<file path="config.mk">
export PLATFORM = sky130hd
export DESIGN_NAME = mux4x1_arbiter
export DESIGN_NICKNAME = d
export VERILOG_FILES = /design/src/rtl/mux4x1_arbiter_pkg.sv /design/src/rtl/mux4x1.sv /design/src/rtl/mux4x1_arbiter.sv
export SDC_FILE = /design/constraint.sdc
export NUM_CORES = 1
export LEC_CHECK = 0
export ABC_AREA = 0
export CAP_MARGIN = 20
export CORE_UTILIZATION = 45
export CTS_CLUSTER_SIZE = 25
export DETAILED_ROUTE_END_ITERATION = 8
export GPL_ROUTABILITY_DRIVEN = 0
export PLACE_DENSITY_LB_ADDON = 0.25
export RECOVER_POWER = 50
export SKIP_CTS_REPAIR_TIMING = 1
export SLEW_MARGIN = 20
export SYNTH_ARGS = -nofsm -noshare
export SYNTH_HDL_FRONTEND = slang
export SYNTH_SLANG_ARGS = --single-unit
</file>
<file path="constraint.sdc">
create_clock -name clk -period 2.25 [get_ports clk]
set_clock_uncertainty 0.2 [all_clocks]
set_input_delay 0.225 -clock clk [delete_from_list [all_inputs] [get_ports clk]]
set_output_delay 0.225 -clock clk [all_outputs]
set_load 0.02 [all_outputs]
</file>
<file path="src/rtl/mux4x1_arbiter_pkg.sv">
// Shared types and the round-robin search used by the 4-requester mux arbiter.
// rr_pick returns the first requester found scanning forward from a start index.
package mux4x1_arb_pkg;

  localparam int NUM_REQ = 4;
  localparam int SEL_W   = 2;
  localparam int HOLD_W  = 4;

  typedef enum logic {IDLE, GRANT} arb_state_t;

  typedef struct packed {
    logic             found;
    logic [SEL_W-1:0] idx;
  } rr_pick_t;

  // Scans start, start+1, ... (mod NUM_REQ); lowest offset wins, masked bits are skipped.
  function automatic rr_pick_t rr_pick(input logic [NUM_REQ-1:0] req,
                                       input logic [SEL_W-1:0]   start,
                                       input logic [NUM_REQ-1:0] exclude);
    rr_pick_t         res;
    logic [NUM_REQ-1:0] cand;
    logic [SEL_W-1:0] idx;
    res  = '0;
    cand = req & ~exclude;
    for (int i = NUM_REQ - 1; i >= 0; i--) begin
      idx = start + SEL_W'(i);
      if (cand[idx]) begin
        res.found = 1'b1;
        res.idx   = idx;
      end
    end
    return res;
  endfunction

endpackage

</file>
<file path="src/rtl/mux4x1.sv">
// Plain 4:1 single-bit multiplexer for the shared output path.
module mux4x1 (
  input  logic [3:0] in,
  input  logic [1:0] sel,
  output logic       out
);

  assign out = in[sel];

endmodule

</file>
<file path="src/rtl/mux4x1_arbiter.sv">
// Round-robin arbiter owning one shared 4:1 mux; registered one-hot grant and select,
// with a hold counter bounding how long one owner keeps the mux under contention.
module mux4x1_arbiter
  import mux4x1_arb_pkg::*;
#(
  parameter int MAX_HOLD = 4
) (
  input  logic               clk,
  input  logic               rst,
  input  logic [NUM_REQ-1:0] req,
  input  logic [NUM_REQ-1:0] in,
  output logic [NUM_REQ-1:0] grant,
  output logic [SEL_W-1:0]   sel,
  output logic               gnt_valid,
  output logic               out
);

  localparam logic [HOLD_W-1:0] MAX_HOLD_C = HOLD_W'(MAX_HOLD);

  arb_state_t         state_reg, state_next;
  logic [SEL_W-1:0]   cur_reg, cur_next;
  logic [SEL_W-1:0]   ptr_reg, ptr_next;
  logic [HOLD_W-1:0]  hold_cnt_reg, hold_cnt_next;
  logic [NUM_REQ-1:0] grant_reg, grant_next;
  logic               gnt_valid_reg, gnt_valid_next;
  logic               new_grant;
  rr_pick_t           idle_pick, other_pick;
  logic               mux_out;

  assign idle_pick  = rr_pick(req, ptr_reg, '0);
  assign other_pick = rr_pick(req, cur_reg + SEL_W'(1), NUM_REQ'(1) << cur_reg);

  always_comb begin
    state_next    = state_reg;
    cur_next      = cur_reg;
    hold_cnt_next = hold_cnt_reg;
    new_grant     = 1'b0;
    case (state_reg)
      IDLE: begin
        if (idle_pick.found) begin
          state_next    = GRANT;
          cur_next      = idle_pick.idx;
          hold_cnt_next = HOLD_W'(1);
          new_grant     = 1'b1;
        end
      end
      GRANT: begin
        if (!req[cur_reg]) begin
          // Owner released: hand over on the same edge, or go idle if nobody waits.
          if (other_pick.found) begin
            cur_next      = other_pick.idx;
            hold_cnt_next = HOLD_W'(1);
            new_grant     = 1'b1;
          end else begin
            state_next    = IDLE;
            cur_next      = '0;
            hold_cnt_next = '0;
          end
        end else if (hold_cnt_reg >= MAX_HOLD_C) begin
          // Saturated: rotate only if someone else is waiting.
          if (other_pick.found) begin
            cur_next      = other_pick.idx;
            hold_cnt_next = HOLD_W'(1);
            new_grant     = 1'b1;
          end
        end else begin
          hold_cnt_next = hold_cnt_reg + HOLD_W'(1);
        end
      end
      default: begin
        state_next    = IDLE;
        cur_next      = '0;
        hold_cnt_next = '0;
      end
    endcase
  end

  assign ptr_next       = new_grant ? cur_next + SEL_W'(1) : ptr_reg;
  assign gnt_valid_next = (state_next == GRANT);

  for (genvar gi = 0; gi < NUM_REQ; gi++) begin : g_grant_dec
    assign grant_next[gi] = gnt_valid_next && (cur_next == SEL_W'(gi));
  end

  always_ff @(posedge clk) begin
    if (rst) begin
      state_reg     <= IDLE;
      cur_reg       <= '0;
      ptr_reg       <= '0;
      hold_cnt_reg  <= '0;
      grant_reg     <= '0;
      gnt_valid_reg <= 1'b0;
    end else begin
      state_reg     <= state_next;
      cur_reg       <= cur_next;
      ptr_reg       <= ptr_next;
      hold_cnt_reg  <= hold_cnt_next;
      grant_reg     <= grant_next;
      gnt_valid_reg <= gnt_valid_next;
    end
  end

  mux4x1 u_mux (
    .in  (in),
    .sel (cur_reg),
    .out (mux_out)
  );

  assign grant     = grant_reg;
  assign sel       = cur_reg;
  assign gnt_valid = gnt_valid_reg;
  assign out       = mux_out & gnt_valid_reg;

endmodule

</file>
==> results <==
-- worst register-to-register path, delay by kind of cell, from the launching register on --
| kind | cells | cell delay (ns) |
|---|---|---|
| AOI/OAI and AO/OA | 3 | 0.42 |
| and+or+nand+nor | 2 | 0.24 |
| DFF | 1 | 0.42 |
| muxes | 2 | 0.68 |
| adders and majority gates | 1 | 0.25 |
-- through the flow --
stage          instance area [um^2]  cells
2_1_floorplan                   976    105
3_3_place_gp                   1330    168
3_5_place_dp                   1330    168
4_1_cts                        1350    172
5_1_grt                        1480    176
6_report                       1480    176
-- per-layer routing --
| metal | track usage, % | vias to the layer above | part of all wire (%) |
|---|---|---|---|
| met5 | 0 | - | 0 |
| met2 | 41.1 | 17 | 52 |
| met3 | 4.53 | 2 | 3.0 |
| li1 | - | 474 | - |
| met4 | 3.43 | 0 | 0.36 |
| met1 | 30.0 | 472 | 45 |
-- Yosys cell counts, drive strengths merged (2+ instances only) --
library cell / number / area (um^2)
a21oi: 12 / 60.1
a22o: 2 / 17.5
a31oi: 2 / 12.5
a41oi: 3 / 26.3
and2: 7 / 46.3
buf: 2 / 16.3
dfxtp: 13 / 260
ha: 9 / 113
inv: 7 / 26.3
mux2i: 4 / 40.0
mux4: 2 / 45.0
nand2: 4 / 15.0
nand2b: 7 / 43.8
nor2: 6 / 22.5
nor2b: 3 / 18.8
nor3b: 2 / 20.0
o21ai: 2 / 10.0
o31ai: 3 / 22.5
-- cells by family (layout without fill, tap and decap cells) --
group / Yosys count / count (layout) / share of synthesized area, %
multiplexers: 6 / 6 / 9.16
adder cells (fa/ha/maj): 9 / 9 / 12.1
flip-flops: 13 / 13 / 28.0
AO/OA/AOI/OAI: 31 / 31 / 22.9
AND/OR/NAND/NOR: 36 / 36 / 22.8
buffers and inverters: 10 / 54 / 4.99
-- cell type report --
type / instances / area (um^2) / area share, %
clock buffers: 4 / 26.3 / 1.77
inverters: 7 / 28.8 / 1.94
well taps: 27 / 33.8 / 2.28
repair buffers: 43 / 375 / 25.3
multi-input cells: 82 / 751 / 50.6
flip-flops and latches: 13 / 268 / 18.1
-- worst min path at each step --
stage / to / depth (start not counted) / startpoint
finish: hold_cnt_reg[3] / 1 / hold_cnt_reg[3]
global route: hold_cnt_reg[3] / 1 / hold_cnt_reg[3]
CTS: hold_cnt_reg[3] / 1 / hold_cnt_reg[3]
detailed placement: hold_cnt_reg[3] / 1 / hold_cnt_reg[3]
global placement: hold_cnt_reg[3] / 1 / hold_cnt_reg[3]
floorplan: sel[1] / 1 / rst
-- power groups by stage --
stage                     clock [uW]  sequential (uW)  combinational [uW]
after global routing             158              294                 492
after CTS                        151              287                 392
after floorplan                    0              304                 208
final                            146              289                 454
after detailed placement           0              292                 390
after global placement             0              291                 379
==> out/qor.csv <==
stage,metric,value,unit
worst_setup_path,crit path DAT,2.29,ns
clocking,total CTS buffers,3,
worst_hold_path,HP Class,flop to flop,
sta,slew margin rel.,72.0,%
floorplanning,IO Pins,18,
route,Post-Route WL,2490,um
worst_setup_path,WP data required,2.21,ns
worst_setup_path,critical path class,flop to flop,
sta,fin worst setup slack,-0.0757,ns
yosys,Synth Cell Area,928,um^2
global_routing,grt ovf,0,
pwr,Pint,574,uW
placement,worst slack at placement,-0.316,ns
clocking,"Reg clk slew, reported paths",0.08,ns
pwr,switching power,315,uW
placement,I/O Buffers,17,
yosys,#FFs+latches synth,13,
sta,RSZ-0062 raised after global routing,yes,
sta,Final period util,103,%
pwr,PD cells,600,nW/um^2
status,outcome,"complete, but fails checks",
yosys,cells after synthesis,105,
yosys,"Async S/R FF share, synth",0,%
yosys,Synthesis Warnings,0,
global_routing,largest net degree at the start of global routing,13,
floorplanning,core area,1940,um^2
worst_setup_path,max incr delay on CP,0.54,ns
worst_setup_path,CP endpoint,ptr_reg[1],
final_layout,NumNets Final,169,
floorplanning,FP Rows,16,
worst_setup_path,r2r worst-path depth,8,
yosys,Post-synth EDFFs,0,
final_layout,Area Growth Syn to Fin,59.7,%
clocking,CTS tree,done,
route,drt initial violations,11,
yosys,Post-Syn Nets,124,
final_layout,n_diodes,0,
status,failing checks,setup timing,
pwr,Reg power frac,32.5,%
worst_setup_path,"Max FO, Critical Path",7,
sta,Final Hold Slack,0.279,ns
route,Via density,5.48,
route,DR WL/cell,14.1,um
final_layout,"commonest non-fill, non-tap cell in the layout",buf_4,
worst_setup_path,r2r setup slk,-0.08,ns
floorplanning,die height,47.4,um
floorplanning,die width,47.4,um
worst_setup_path,number of cells on the critical path,8,
worst_setup_path,"delay-heaviest family, CP",multiplexers,
global_routing,initial antenna violation count,0,
final_layout,most frequent cells in the layout,"buf_4 (24), dfxtp_1 (11), a21oi_1 (10), clkdlybuf4s50_1 (10), dlygate4sd3_1 (6)",
clocking,root buf cell,clkbuf_4,
worst_setup_path,Critical Path Start Type,flop,
clocking,worst skew pair latency,0.27,ns
worst_setup_path,Crit. End Element,flop,
worst_setup_path,reg-to-reg endpoint,ptr_reg[1],
route,Via Count,965,
route,ANT nets after route,0,
global_routing,first-pass GRT wire length,3690,um
worst_setup_path,CP max-delay cell,mux4_2,
floorplanning,full die area,2250,um^2
route,1st-pass router iterations,4,
final_layout,ratio of cells with drive above 1 in the final layout,39.6,%
yosys,Cell variety after synth,36,
sta,setup TNS,-0.0757,ns
sta,Hold Fails Final Rpt,0,
pwr,Pleak,0.000654,uW
yosys,sequential fraction of the synthesis area,28.0,%
worst_setup_path,CP bufs+invs,0,
pwr,VDD IR max,0.600,mV
sta,count of final setup violators,1,
yosys,average size of a mapped cell,8.84,um^2
pwr,Design Power,889,uW
run,Max-cap violations,0,
route,Remaining DRCs,0,
sta,max-slew violations,0,
sta,Worst Max-Slew Pin Slew,0.420,ns
placement,hpwl dp,1840,um
pwr,Sw Share,35.5,%
worst_setup_path,cell mode on critical path,a21oi_2,
clocking,H-Tree Depth,1,
pwr,Comb pwr share,51.1,%
floorplanning,Starting Density,47.8,%
worst_setup_path,RR Startpoint,sel[0],
worst_setup_path,CP Cell Sequence,mux4_2 > and2_4 > a211oi_2 > a21oi_2 > a21oi_2 > ha_1 > mux2i_1 > nor2_1,
yosys,"Top FF cell, synth",dfxtp_1,
worst_setup_path,CP startpoint,sel[0],
clocking,CTS Sinks,13,
global_routing,GRT Total Usage,23.3,%
sta,fmax,0.430,GHz
sta,min cycle time layout,2.33,ns
clocking,Max Buffers Root-to-Sink,2,
pwr,share of total power in the clock network,16.4,%
final_layout,fin util,76.4,%
final_layout,fillers,145,
global_routing,vias in the first global route,871,
(Power assumes the default switching activity.)
